$ cat config.mk
export PLATFORM = sky130hd
export DESIGN_NAME = axi_rd_req_scheduler
export DESIGN_NICKNAME = d
export VERILOG_FILES = /design/src/rtl/axi_rd_req_scheduler_pkg.sv /design/src/rtl/rd_port_burst_gen.sv /design/src/rtl/axi_rd_req_scheduler.sv
export SDC_FILE = /design/constraint.sdc
export NUM_CORES = 1
export LEC_CHECK = 0
export BUFFER_PORTS_ARGS = -buffer_cell sky130_fd_sc_hd__buf_2
export CAP_MARGIN = 0
export CORE_AREA = 2 2 179 181
export CTS_BUF_LIST = sky130_fd_sc_hd__clkbuf_2 sky130_fd_sc_hd__clkbuf_4 sky130_fd_sc_hd__clkbuf_8
export CTS_CLUSTER_DIAMETER = 40
export CTS_CLUSTER_SIZE = 8
export DETAILED_ROUTE_END_ITERATION = 12
export DIE_AREA = 0 0 181 183
export PLACE_DENSITY = 0.94
export SLEW_MARGIN = 15
export SYNTH_ARGS = -nofsm -noshare
export SYNTH_HDL_FRONTEND = slang
export SYNTH_HIERARCHICAL = 1
export SYNTH_SLANG_ARGS = --single-unit
$ cat constraint.sdc
create_clock -name clk -period 5.6 [get_ports clk]
set_input_delay 1.12 -clock clk [delete_from_list [all_inputs] [get_ports clk]]
set_output_delay 1.12 -clock clk [all_outputs]
set_load 0.05 [all_outputs]
$ cat src/rtl/axi_rd_req_scheduler_pkg.sv
// Shared definitions for the AXI read-request scheduler: FSM state encoding,
// AXI length-field width and the ceil-log2 helper used to size counters.
package axi_rd_req_scheduler_pkg;

    typedef enum logic [1:0] {
        ST_IDLE   = 2'd0,
        ST_ACTIVE = 2'd1,
        ST_DONE   = 2'd2
    } sched_state_e;

    localparam int unsigned AXI_LEN_W = 8;

    // Returns ceil(log2(value)); c_log_2(1) is 0.
    function automatic int unsigned c_log_2(input int unsigned value);
        int unsigned r;
        r = 0;
        while ((64'd1 << r) < 64'(value)) begin
            r++;
        end
        return r;
    endfunction

endpackage

$ cat src/rtl/rd_port_burst_gen.sv
// Per-port burst generator: splits the remaining beat count into AXI bursts,
// tracks outstanding bursts and flags completion underflow.
module rd_port_burst_gen
    import axi_rd_req_scheduler_pkg::*;
#(
    parameter int unsigned TX_SIZE_WIDTH   = 10,
    parameter int unsigned ADDR_WIDTH      = 32,
    parameter int unsigned MAX_BURST_LEN   = 16,
    parameter int unsigned BEAT_BYTES      = 8,
    parameter int unsigned MAX_OUTSTANDING = 4
) (
    input  logic                     clk,
    input  logic                     resetn,
    input  logic                     load,
    input  logic                     active,
    input  logic [TX_SIZE_WIDTH-1:0] size,
    input  logic [ADDR_WIDTH-1:0]    base_addr,
    input  logic                     ar_ready,
    input  logic                     rd_burst_done,
    output logic                     ar_valid,
    output logic [ADDR_WIDTH-1:0]    ar_addr,
    output logic [AXI_LEN_W-1:0]     ar_len,
    output logic                     port_finished,
    output logic                     underflow_err
);

    localparam int unsigned OUT_W      = c_log_2(MAX_OUTSTANDING + 1);
    localparam int unsigned LEN_W      = c_log_2(MAX_BURST_LEN) + 1;
    localparam int unsigned BEAT_SHIFT = c_log_2(BEAT_BYTES);

    logic [TX_SIZE_WIDTH-1:0] rem_q, rem_d;
    logic [ADDR_WIDTH-1:0]    next_addr_q, next_addr_d;
    logic [OUT_W-1:0]         out_q, out_d;
    logic                     err_q, err_d;
    logic                     ar_valid_q, ar_valid_d;
    logic [ADDR_WIDTH-1:0]    ar_addr_q, ar_addr_d;
    logic [AXI_LEN_W-1:0]     ar_len_q, ar_len_d;
    logic                     hs;
    logic                     dn;
    logic [LEN_W-1:0]         cur_len;

    function automatic logic [LEN_W-1:0] burst_len(input logic [TX_SIZE_WIDTH-1:0] rem);
        if (32'(rem) >= MAX_BURST_LEN) begin
            return LEN_W'(MAX_BURST_LEN);
        end
        return LEN_W'(rem);
    endfunction

    always_ff @(posedge clk) begin
        if (!resetn) begin
            rem_q       <= '0;
            next_addr_q <= '0;
            out_q       <= '0;
            err_q       <= 1'b0;
            ar_valid_q  <= 1'b0;
            ar_addr_q   <= '0;
            ar_len_q    <= '0;
        end else begin
            rem_q       <= rem_d;
            next_addr_q <= next_addr_d;
            out_q       <= out_d;
            err_q       <= err_d;
            ar_valid_q  <= ar_valid_d;
            ar_addr_q   <= ar_addr_d;
            ar_len_q    <= ar_len_d;
        end
    end

    always_comb begin
        hs          = ar_valid_q & ar_ready;
        dn          = rd_burst_done & active;
        cur_len     = burst_len(rem_q);
        rem_d       = rem_q;
        next_addr_d = next_addr_q;
        out_d       = out_q;
        err_d       = err_q;
        ar_valid_d  = ar_valid_q;
        ar_addr_d   = ar_addr_q;
        ar_len_d    = ar_len_q;

        if (load) begin
            rem_d       = size;
            next_addr_d = base_addr;
            out_d       = '0;
        end else begin
            if (hs) begin
                rem_d       = rem_q - TX_SIZE_WIDTH'(cur_len);
                next_addr_d = next_addr_q + (ADDR_WIDTH'(cur_len) << BEAT_SHIFT);
            end
            if (hs && !dn) begin
                out_d = out_q + OUT_W'(1);
            end else if (!hs && dn) begin
                if (out_q == '0) begin
                    err_d = 1'b1;
                end else begin
                    out_d = out_q - OUT_W'(1);
                end
            end
        end

        // The AR slice is refilled from the post-update counters so the next
        // burst is presented in the cycle right after a handshake or a release.
        if (load || !(ar_valid_q && !ar_ready)) begin
            ar_valid_d = (rem_d != '0) && (32'(out_d) < MAX_OUTSTANDING);
            if (ar_valid_d) begin
                ar_addr_d = next_addr_d;
                ar_len_d  = AXI_LEN_W'(burst_len(rem_d) - LEN_W'(1));
            end
        end
    end

    always_comb begin
        ar_valid      = ar_valid_q;
        ar_addr       = ar_addr_q;
        ar_len        = ar_len_q;
        port_finished = (rem_q == '0) && (out_d == '0);
        underflow_err = err_q;
    end

endmodule

$ cat src/rtl/axi_rd_req_scheduler.sv
// Read-request scheduler top: global IDLE/ACTIVE/DONE FSM over NUM_AXI
// independent per-port burst generators.
module axi_rd_req_scheduler
    import axi_rd_req_scheduler_pkg::*;
#(
    parameter int unsigned NUM_AXI         = 4,
    parameter int unsigned TX_SIZE_WIDTH   = 10,
    parameter int unsigned ADDR_WIDTH      = 32,
    parameter int unsigned MAX_BURST_LEN   = 16,
    parameter int unsigned BEAT_BYTES      = 8,
    parameter int unsigned MAX_OUTSTANDING = 4
) (
    input  logic                            clk,
    input  logic                            resetn,
    input  logic                            rx_req,
    input  logic [TX_SIZE_WIDTH-1:0]        rx_req_size,
    input  logic [NUM_AXI*ADDR_WIDTH-1:0]   rx_addr,
    output logic                            rx_busy,
    output logic                            rx_done,
    output logic                            rx_req_dropped,
    output logic [NUM_AXI-1:0]              ar_valid,
    input  logic [NUM_AXI-1:0]              ar_ready,
    output logic [NUM_AXI*ADDR_WIDTH-1:0]   ar_addr,
    output logic [NUM_AXI*AXI_LEN_W-1:0]    ar_len,
    input  logic [NUM_AXI-1:0]              rd_burst_done,
    output logic                            protocol_err
);

    sched_state_e        state_q, state_d;
    logic                dropped_q, dropped_d;
    logic                start;
    logic                active;
    logic                all_finished;
    logic [NUM_AXI-1:0]  port_finished;
    logic [NUM_AXI-1:0]  port_err;

    always_ff @(posedge clk) begin
        if (!resetn) begin
            state_q   <= ST_IDLE;
            dropped_q <= 1'b0;
        end else begin
            state_q   <= state_d;
            dropped_q <= dropped_d;
        end
    end

    always_comb begin
        start        = (state_q == ST_IDLE) && rx_req;
        active       = (state_q == ST_ACTIVE);
        all_finished = &port_finished;
        dropped_d    = rx_req && (state_q != ST_IDLE);
        state_d      = state_q;
        unique case (state_q)
            ST_IDLE:   if (rx_req) state_d = ST_ACTIVE;
            ST_ACTIVE: if (all_finished) state_d = ST_DONE;
            ST_DONE:   state_d = ST_IDLE;
            default:   state_d = ST_IDLE;
        endcase
    end

    always_comb begin
        rx_busy        = (state_q != ST_IDLE);
        rx_done        = (state_q == ST_DONE);
        rx_req_dropped = dropped_q;
        protocol_err   = |port_err;
    end

    for (genvar k = 0; k < NUM_AXI; k++) begin : g_port
        rd_port_burst_gen #(
            .TX_SIZE_WIDTH  (TX_SIZE_WIDTH),
            .ADDR_WIDTH     (ADDR_WIDTH),
            .MAX_BURST_LEN  (MAX_BURST_LEN),
            .BEAT_BYTES     (BEAT_BYTES),
            .MAX_OUTSTANDING(MAX_OUTSTANDING)
        ) u_port (
            .clk          (clk),
            .resetn       (resetn),
            .load         (start),
            .active       (active),
            .size         (rx_req_size),
            .base_addr    (rx_addr[k*ADDR_WIDTH +: ADDR_WIDTH]),
            .ar_ready     (ar_ready[k]),
            .rd_burst_done(rd_burst_done[k]),
            .ar_valid     (ar_valid[k]),
            .ar_addr      (ar_addr[k*ADDR_WIDTH +: ADDR_WIDTH]),
            .ar_len       (ar_len[k*AXI_LEN_W +: AXI_LEN_W]),
            .port_finished(port_finished[k]),
            .underflow_err(port_err[k])
        );
    end

endmodule
==> impl_metrics.toml, run 1 <==
[status]
status = "complete, no violations"

[clock_network]
cts_max_level = 2
cts_sinks = 343
clk_pin_slew_worst_paths_ns = 0.06
cts-resized-gates = 0
clk_latency_ns = 0.60
root_buffer = "clkbuf_8"
cts_setup_buffers = 0
cts_tree = "yes"
hold_buffers = 0
cts_buffers = 54
cts_buffer_depth = 3

[synthesis]
synth-seq-area-share_pct = 37.87
synthMostInstantiatedCell = "dfxtp_1"
ys.flop_type = "dfxtp_1"
synth_common_cells = "dfxtp_1 (343), nor2_1 (203), nand2_1 (171), a21oi_1 (106), and2_1 (98)"
syn_inst = 2053
avgSynthCellArea_um2 = 8.832
synth_edf_count = 0
synth_seq_cells = 343
ys_warn_count = 6
yosysUniqueCellTypes = 105
synth_area_leader_cell = "dfxtp_1"
yosysTopAreaCellShare_pct = 37.87
synth_area_leaders = "dfxtp_1 (38%), nor2_1 (4.2%), nand2_1 (3.5%)"
syn_nets = 2249
synthesis.area_um2 = 18130
synth-async-reset-ratio_pct = 0

[routing]
finalWirelength_um = 49960
drc_errors = 0
antenna_left = 0
routedWlPerCell_um = 18.20
vias = 16746
dr.pass1.iters = 5
viasPerCell = 6.101
drt-initial-drc-count = 1329

[floorplan]
core_region_area_um2 = 31230
start_util_pct = 58.06
pin_count = 317
die_h_um = 183
dieArea_um2 = 33120
fp-row-count = 65
die_x_um = 181

[power_and_ir_drop]
p_clk_share_pct = 32.7
swShare_pct = 33.66
p_leak_nw = 9.179
peakVddDrop_mv = 0.2263
pwr-share-seq_pct = 43.2
powerDensity_nw_per_um2 = 314.7
p_switching_w = 0.002203
p_comb_share_pct = 24.2
internal-power_w = 0.004343

[worst_setup_path]
cp-start-kind = "flop"
crit_path_start = "g_port[1].u_port/rem_q[4]"
r2r_start = "g_port[1].u_port/rem_q[4]"
worstPathRequired_ns = 6.09
cp-end-kind = "flop"
path_max_fanout = 36
max_stage_delay_ns = 0.55
reg2reg_depth = 14
crit_family = "simple AND/OR/NAND/NOR gates"
crit_chain = "nor4_2, and2_1, inv_1, nand2_1, ha_1, and3_1, a211o_1, o22ai_2, or3b_1, nand4b_4, buf_4, and2_1, buf_4, o221a_1"
cp_num_buf_inv = 3
r2r_slack_ns = 1.26
arrival_ns = 4.83
critPathKind = "flop to flop"
crit_slowest_cell = "nor4_2"
reg2reg_to = "g_port[1].u_port/ar_len[0]"

[global_routing]
grt_pass1_wl_um = 79990
grt.total_usage_pct = 28.83
antenna_found_initial = 1
grt_max_degree = 77
gr-total-overflow = 0
first_global_vias = 16379

[sta]
maxSlewViolCount = 0
min_period_ns = 4.344
worst_pin_slew_ns = 0.9320
rsz0062_at_grt = "false"
setup_viol = 0
setup-tns-final_ns = 0
skew_ns = 0.02800
hold_viol_final = 0
slew_headroom_pct = 37.35
finalCritPeriodShare_pct = 77.57
max_freq_mhz = 230.2

[hold_path]
min_from = "g_port[2].u_port/ar_addr[6]"
min_to = "g_port[2].u_port/ar_addr[6]"
hp-class = "flop to flop"
hold_depth = 2

[cells_and_area]
syn2layout_area_growth_pct = 14.75
fillers = 2386
layout-drive-gt1-share_pct = 22.54
nNetsFinal = 2518
final_cell_area_um2 = 20810

[placed_design]
post_dp_cell_area_um2 = 19750
dp_hpwl_um = 34180
place.gp.congestion = 0.8674
port_buffers = 316

[flow_run]
maxCapViolCount = 0
## worst max-delay path by stage
stage                                               to  slack (ns)  cells past startpoint
after floorplan             g_port[0].u_port/ar_len[4]        1.38                     14
after global placement    g_port[2].u_port/ar_addr[29]        1.01                     13
after detailed placement  g_port[2].u_port/ar_addr[29]        0.90                     13
after CTS                 g_port[0].u_port/ar_addr[26]        1.32                     11
after global routing      g_port[2].u_port/ar_addr[25]         1.0                     14
final                       g_port[1].u_port/ar_len[0]        1.26                     14
## power by group through the flow
stage	clock network (W)	registers (W)	logic, W
6_report	0.00214	0.00282	0.00158
5_1_grt	0.00228	0.00285	0.00169
4_1_cts	0.00217	0.00282	0.00156
3_5_place_dp	0	0.00287	0.00155
3_3_place_gp	0	0.00285	0.00151
2_1_floorplan	0	0.00321	0.000829
## layout by cell type (no fill, tap or decap), types with 36 or more instances in the layout
master and instances:
a211oi_1 75, a21o_1 53, a21oi_1 105, and2_1 98, and3_1 43, buf_2 315, clkbuf_8 64, dfxtp_1 343
ha_1 43, inv_1 51, mux2i_1 50, nand2_1 171, nand3_1 36, nor2_1 202, nor3_1 37, o21ai_0 59
xnor2_1 54
## per-stage QoR
step           power, W  std cells  hold slack, ns  setup slack, ns  utilization [%]
5_1_grt        0.006819       2745          0.4764           0.9985            66.62
4_1_cts        0.006546       2743          0.4519            1.322            66.51
3_3_place_gp   0.004360       2667          0.4379            1.007            63.24
2_1_floorplan  0.004039       2053          0.4313            1.378                -
3_5_place_dp   0.004418       2667          0.4436           0.8969            63.24
6_report       0.006547       2745          0.4493            1.256            66.62
## area by class of cell
cell class                 count  area, um^2  share of cell area, %
tap                          402       503.0                  2.418
timing repair buffer         343        1810                  8.702
clock buffer                  66       895.9                  4.306
clock inverter                10       125.1                 0.6014
multi-input combinational   1522       10380                  49.91
inverter                      58       217.7                  1.046
sequential                   343        6867                  33.00
antenna                        1       2.502                0.01203
## sequential cells by signal (all words and copies together), names as in the netlist
name / count
g_port.u_port/ar_addr: 128
g_port.u_port/next_addr_q: 128
g_port.u_port/rem_q: 40
g_port.u_port/ar_len: 24
g_port.u_port/out_q: 12
g_port.u_port/ar_valid: 4
g_port.u_port/underflow_err: 4
state_q: 2
rx_req_dropped: 1
## worst register-to-register path, stage by stage, from the launching register on
cell and delay, ns:
dfxtp_1 0.43, nor4_2 0.55, and2_1 0.33, inv_1 0.13, nand2_1 0.11, ha_1 0.23, and3_1 0.18, a211o_1 0.31
o22ai_2 0.20, or3b_1 0.39, nand4b_4 0.18, buf_4 0.29, and2_1 0.34, buf_4 0.28, o221a_1 0.30
## logic make-up after synthesis
family	share of synthesized area, %
buf+inv	4.920
simple gates	22.41
flops	37.87
xor+xnor	3.961
other cells	0.1449
fa+ha+maj	3.409
mux	7.543
compound gates	19.74
## routing by layer
metal	share of wire [%]	GRT usage (%)	vias up
li1	-	-	7919
met1	41	35.76	7961
met2	49	50.54	742
met3	6.8	4.666	124
met4	3.1	10.86	0
met5	0	0	-
(Power assumes the default switching activity.)
==> run 2, diff against run 1 <==
--- a/config.mk
+++ b/config.mk
@@ -7,13 +7,13 @@
 export LEC_CHECK = 0
 export BUFFER_PORTS_ARGS = -buffer_cell sky130_fd_sc_hd__buf_2
 export CAP_MARGIN = 0
-export CORE_AREA = 2 2 179 181
+export CORE_AREA = 2 2 188 190
 export CTS_BUF_LIST = sky130_fd_sc_hd__clkbuf_2 sky130_fd_sc_hd__clkbuf_4 sky130_fd_sc_hd__clkbuf_8
 export CTS_CLUSTER_DIAMETER = 40
 export CTS_CLUSTER_SIZE = 8
 export DETAILED_ROUTE_END_ITERATION = 12
-export DIE_AREA = 0 0 181 183
-export PLACE_DENSITY = 0.94
+export DIE_AREA = 0 0 190 192
+export PLACE_DENSITY = 0.91
 export SLEW_MARGIN = 15
 export SYNTH_ARGS = -nofsm -noshare
 export SYNTH_HDL_FRONTEND = slang
==> constraint.sdc (replaced) <==
create_clock -name clk -period 3.92 [get_ports clk]
set_input_delay 0.784 -clock clk [delete_from_list [all_inputs] [get_ports clk]]
set_output_delay 0.784 -clock clk [all_outputs]
set_load 0.05 [all_outputs]
==> impl_metrics.toml, run 2 (same netlist as run 1, synthesis figures left out) <==
[floorplan]
pin_count = 317
die_x_um = 190
die_h_um = 192
core_region_area_um2 = 34290
dieArea_um2 = 36480
start_util_pct = 52.88
fp-row-count = 68

[worst_setup_path]
max_stage_delay_ns = 0.39
worstPathRequired_ns = 4.40
r2r_start = "g_port[2].u_port/rem_q[9]"
cp_num_buf_inv = 2
crit_family = "simple AND/OR/NAND/NOR gates"
reg2reg_to = "g_port[2].u_port/ar_addr[29]"
crit_path_start = "g_port[2].u_port/rem_q[9]"
crit_slowest_cell = "or3b_1"
crit_chain = "nor4_2, and2_1, inv_1, nand2_1, ha_1, and3_1, a211o_1, o22ai_2, or3b_1, nand4b_4, and2_1, buf_4, a21o_1"
cp-end-kind = "flop"
cp-start-kind = "flop"
path_max_fanout = 29
critPathKind = "flop to flop"
arrival_ns = 4.09
crit_top_cell = "and2_1"
reg2reg_depth = 13
r2r_slack_ns = 0.31

[sta]
maxSlewViolCount = 0
skew_ns = 0.03497
setup-tns-final_ns = 0
fin_ws_ns = 0.3115
hold_viol_final = 0
setup_viol = 0
slew_headroom_pct = 53.01
max_freq_mhz = 277.1
min_period_ns = 3.608
rsz0062_at_grt = "false"
finalCritPeriodShare_pct = 92.05
worst_pin_slew_ns = 0.7039

[hold_path]
hold_depth = 2
min_from = "rx_addr[126]"
min_to = "g_port[3].u_port/next_addr_q[30]"
hp-class = "input pin to flop"

[clock_network]
hold_buffers = 0
cts_buffers = 55
cts_tree = "yes"
cts_setup_buffers = 0
clk_pin_slew_worst_paths_ns = 0.06
cts-resized-gates = 0
cts_sinks = 343
cts_max_level = 2
clk_latency_ns = 0.61
root_buffer = "clkbuf_8"
cts_buffer_depth = 3

[routing]
routedWlPerCell_um = 18.00
drc_errors = 0
vias = 16639
viasPerCell = 5.882
dr.pass1.iters = 5
drt-initial-drc-count = 965
finalWirelength_um = 50940
antenna_left = 0

[placed_design]
dp_slack_ns = 0.2155
dp_hpwl_um = 35160
port_buffers = 316
place.gp.congestion = 0.8990

[global_routing]
grt.total_usage_pct = 27.01
gr-total-overflow = 0
grt_pass1_wl_um = 81460
grt_max_degree = 88
first_global_vias = 16537
antenna_found_initial = 4

[cells_and_area]
multi_input_area_um2 = 10380
nNetsFinal = 2544
syn2layout_area_growth_pct = 16.43
layout_common_cells = "dfxtp_1 (343), buf_2 (315), nor2_1 (202)"
layout_commonest_cell = "dfxtp_1"
fillers = 2830
finish.utilization_pct = 61.57
layout-drive-gt1-share_pct = 23.43
seqCellArea_um2 = 6867

[status]
status = "complete, no violations"

[power_and_ir_drop]
powerDensity_nw_per_um2 = 444.8
p_leak_nw = 9.308
p_total_w = 0.009389
peakVddDrop_mv = 0.2947

[flow_run]
maxCapViolCount = 0
-- run 2: worst max path at each step --
stage / slack [ns] / endpoint / cells after the start
2_1_floorplan: 0.02 / g_port[0].u_port/ar_len[4] / 14
3_3_place_gp: 0.34 / g_port[2].u_port/ar_addr[29] / 12
3_5_place_dp: 0.22 / g_port[2].u_port/ar_addr[29] / 12
4_1_cts: 0.36 / g_port[1].u_port/ar_addr[24] / 13
5_1_grt: 0.14 / g_port[2].u_port/ar_addr[29] / 13
6_report: 0.31 / g_port[2].u_port/ar_addr[29] / 13
-- run 2: where the power goes --
| group | leakage [nW] | internal [W] | total (W) | switching [W] |
|---|---|---|---|---|
| Clock | 0.534 | 0.00165 | 0.00305 | 0.00140 |
| Sequential | 2.83 | 0.00379 | 0.00402 | 0.000230 |
| Combinational | 5.94 | 0.000785 | 0.00232 | 0.00153 |
| Total | 9.31 | 0.00623 | 0.00939 | 0.00316 |
-- run 2: layer usage --
layer	track usage, %	wire length (um)	part of all wire (%)
met4	10.05	1321	2.6
met1	33.72	21600	42
met2	46.74	24470	48
met3	4.604	3543	7.0
met5	0	0	0
-- run 2: cell type report --
cell class,instances,area share [%]
well taps,455,2.697
flip-flops and latches,343,32.53
clock inverters,12,0.6638
diodes,5,0.05927
multi-input cells,1522,49.17
clock buffers,66,4.184
repair buffers,368,9.667
inverters,58,1.031
-- run 2: through the flow --
stage          area [um^2]  hold WS [ns]  cells
6_report             21110        0.4317   2829
5_1_grt              21110        0.4050   2827
4_1_cts              21100        0.3935   2824
3_5_place_dp         20070        0.4428   2746
3_3_place_gp         20070        0.4328   2746
2_1_floorplan        18130        0.4313   2053
-- run 2: worst register-to-register path, cell delays in order, from the launching register on --
cell and delay [ns]:
dfxtp_1 0.35, nor4_2 0.36, and2_1 0.28, inv_1 0.11
nand2_1 0.11, ha_1 0.23, and3_1 0.17, a211o_1 0.31
o22ai_2 0.21, or3b_1 0.39, nand4b_4 0.18, and2_1 0.28
buf_4 0.29, a21o_1 0.22
==> run 3, diff against run 2 <==
--- a/config.mk
+++ b/config.mk
@@ -8,7 +8,7 @@
 export BUFFER_PORTS_ARGS = -buffer_cell sky130_fd_sc_hd__buf_2
 export CAP_MARGIN = 0
 export CORE_AREA = 2 2 188 190
-export CTS_BUF_LIST = sky130_fd_sc_hd__clkbuf_2 sky130_fd_sc_hd__clkbuf_4 sky130_fd_sc_hd__clkbuf_8
+export CTS_BUF_LIST = sky130_fd_sc_hd__clkbuf_4
 export CTS_CLUSTER_DIAMETER = 40
 export CTS_CLUSTER_SIZE = 8
 export DETAILED_ROUTE_END_ITERATION = 12
==> impl_metrics.toml, run 3 (same netlist as run 1, synthesis figures left out) <==
[status]
status = "complete, no violations"

[clock_network]
cts_tree = "yes"
cts_buffer_depth = 3
cts_max_level = 2
root_buffer = "clkbuf_4"
cts_setup_buffers = 0
hold_buffers = 0
clk_latency_ns = 0.75
cts_buffers = 55
cts-resized-gates = 0
cts_sinks = 343
clk_pin_slew_worst_paths_ns = 0.10

[sta]
worst_pin_slew_ns = 0.7118
maxSlewViolCount = 0
skew_ns = 0.04896
finalCritPeriodShare_pct = 92.39
hold_viol_final = 0
whs_ns = 0.2797
max_freq_mhz = 276.1
setup-tns-final_ns = 0
rsz0062_at_grt = "false"
slew_headroom_pct = 52.47
min_period_ns = 3.622
fin_ws_ns = 0.2983
setup_viol = 0

[floorplan]
die_x_um = 190
die_h_um = 192
fp-row-count = 68
start_util_pct = 52.88
dieArea_um2 = 36480
pin_count = 317
core_region_area_um2 = 34290

[power_and_ir_drop]
powerDensity_nw_per_um2 = 413.2
peakVddDrop_mv = 0.2380
p_leak_nw = 9.132

[worst_setup_path]
worstPathRequired_ns = 4.52
crit_family = "simple AND/OR/NAND/NOR gates"
arrival_ns = 4.22
critPathKind = "flop to flop"
cp-start-kind = "flop"
crit_chain = "nor4_2, and2_1, inv_1, nand2_1, ha_1, and3_1, a211o_1, o22ai_2, or3b_1, nand4b_4, and2_1, buf_4, a21o_1"
max_stage_delay_ns = 0.40
cp_num_buf_inv = 2
crit_top_cell = "and2_1"
cp-end-kind = "flop"
crit_slowest_cell = "or3b_1"
path_max_fanout = 29

[cells_and_area]
fillers = 2901
finish.utilization_pct = 60.37
syn2layout_area_growth_pct = 14.17
layout-drive-gt1-share_pct = 23.22
nNetsFinal = 2544
layout_common_cells = "dfxtp_1 (343), buf_2 (315), nor2_1 (202)"
layout_commonest_cell = "dfxtp_1"

[global_routing]
gr-total-overflow = 0
grt.total_usage_pct = 26.82
first_global_vias = 16498
grt_pass1_wl_um = 80920
antenna_found_initial = 4
grt_max_degree = 88

[routing]
dr.pass1.iters = 7
antenna_left = 0
drc_errors = 0
viasPerCell = 5.899
finalWirelength_um = 50400
drt-initial-drc-count = 998
vias = 16683
routedWlPerCell_um = 17.82

[flow_run]
maxCapViolCount = 0

[placed_design]
dp_slack_ns = 0.2155
dp_hpwl_um = 35160
port_buffers = 316
place.gp.congestion = 0.8990

[hold_path]
hp-class = "input pin to flop"
## run 3: cell count changes in the layout (fill, tap and decap cells not counted), sizes merged
cell	before	now
clkinv	9	14
diode	5	4
clkbuf	66	61
## run 3: path summary, 6_finish.rpt
kind	start	endpoint	cells after the start	slack, ns
max reg2reg	g_port[2].u_port/rem_q[8]	g_port[2].u_port/ar_addr[23]	13	0.30
min	rx_addr[126]	g_port[3].u_port/next_addr_q[30]	2	0.28
min reg2reg	g_port[3].u_port/ar_len[5]	g_port[3].u_port/ar_len[5]	2	0.45
max	g_port[2].u_port/rem_q[8]	g_port[2].u_port/ar_addr[23]	13	0.30
## run 3: layout make-up
| cell class | count | area, um^2 | area share [%] |
|---|---|---|---|
| Antenna cell | 4 | 10.01 | 0.04835 |
| Clock buffer | 61 | 457.9 | 2.212 |
| Clock inverter | 17 | 158.9 | 0.7676 |
| Inverter | 58 | 217.7 | 1.052 |
| Multi-Input combinational cell | 1522 | 10380 | 50.14 |
| Sequential cell | 343 | 6867 | 33.17 |
| Tap cell | 455 | 569.3 | 2.750 |
| Timing Repair Buffer | 368 | 2041 | 9.858 |
## run 3: per-stage QoR
stage / instances / power, W / area (um^2)
finish: 2828 / 0.008553 / 20700
global route: 2828 / 0.008975 / 20700
CTS: 2824 / 0.008588 / 20690
detailed placement: 2746 / 0.006370 / 20070
global placement: 2746 / 0.006303 / 20070
floorplan: 2053 / 0.005771 / 18130
## run 3: worst register-to-register path: cells and delay by family, from the launching register on
| kind | cells | cell delay (ns) |
|---|---|---|
| buffers and inverters | 2 | 0.40 |
| DFF | 1 | 0.38 |
| adders and majority gates | 1 | 0.23 |
| and+or+nand+nor | 7 | 1.76 |
| AOI/OAI and AO/OA | 3 | 0.72 |
## run 3: per-layer routing
layer | GRT usage (%) | up-vias | share of wire (%)
li1 | - | 7996 | -
met1 | 33.69 | 7912 | 43
met2 | 46.13 | 650 | 48
met3 | 4.604 | 125 | 6.9
met4 | 9.988 | 0 | 2.8
met5 | 0 | - | 0
## run 3: report_power, final
part / total, W / switching (W) / leakage, nW / internal (W)
registers: 0.00401 / 0.000229 / 2.83 / 0.00379
logic: 0.00232 / 0.00153 / 5.94 / 0.000786
clock network: 0.00222 / 0.00129 / 0.359 / 0.000936
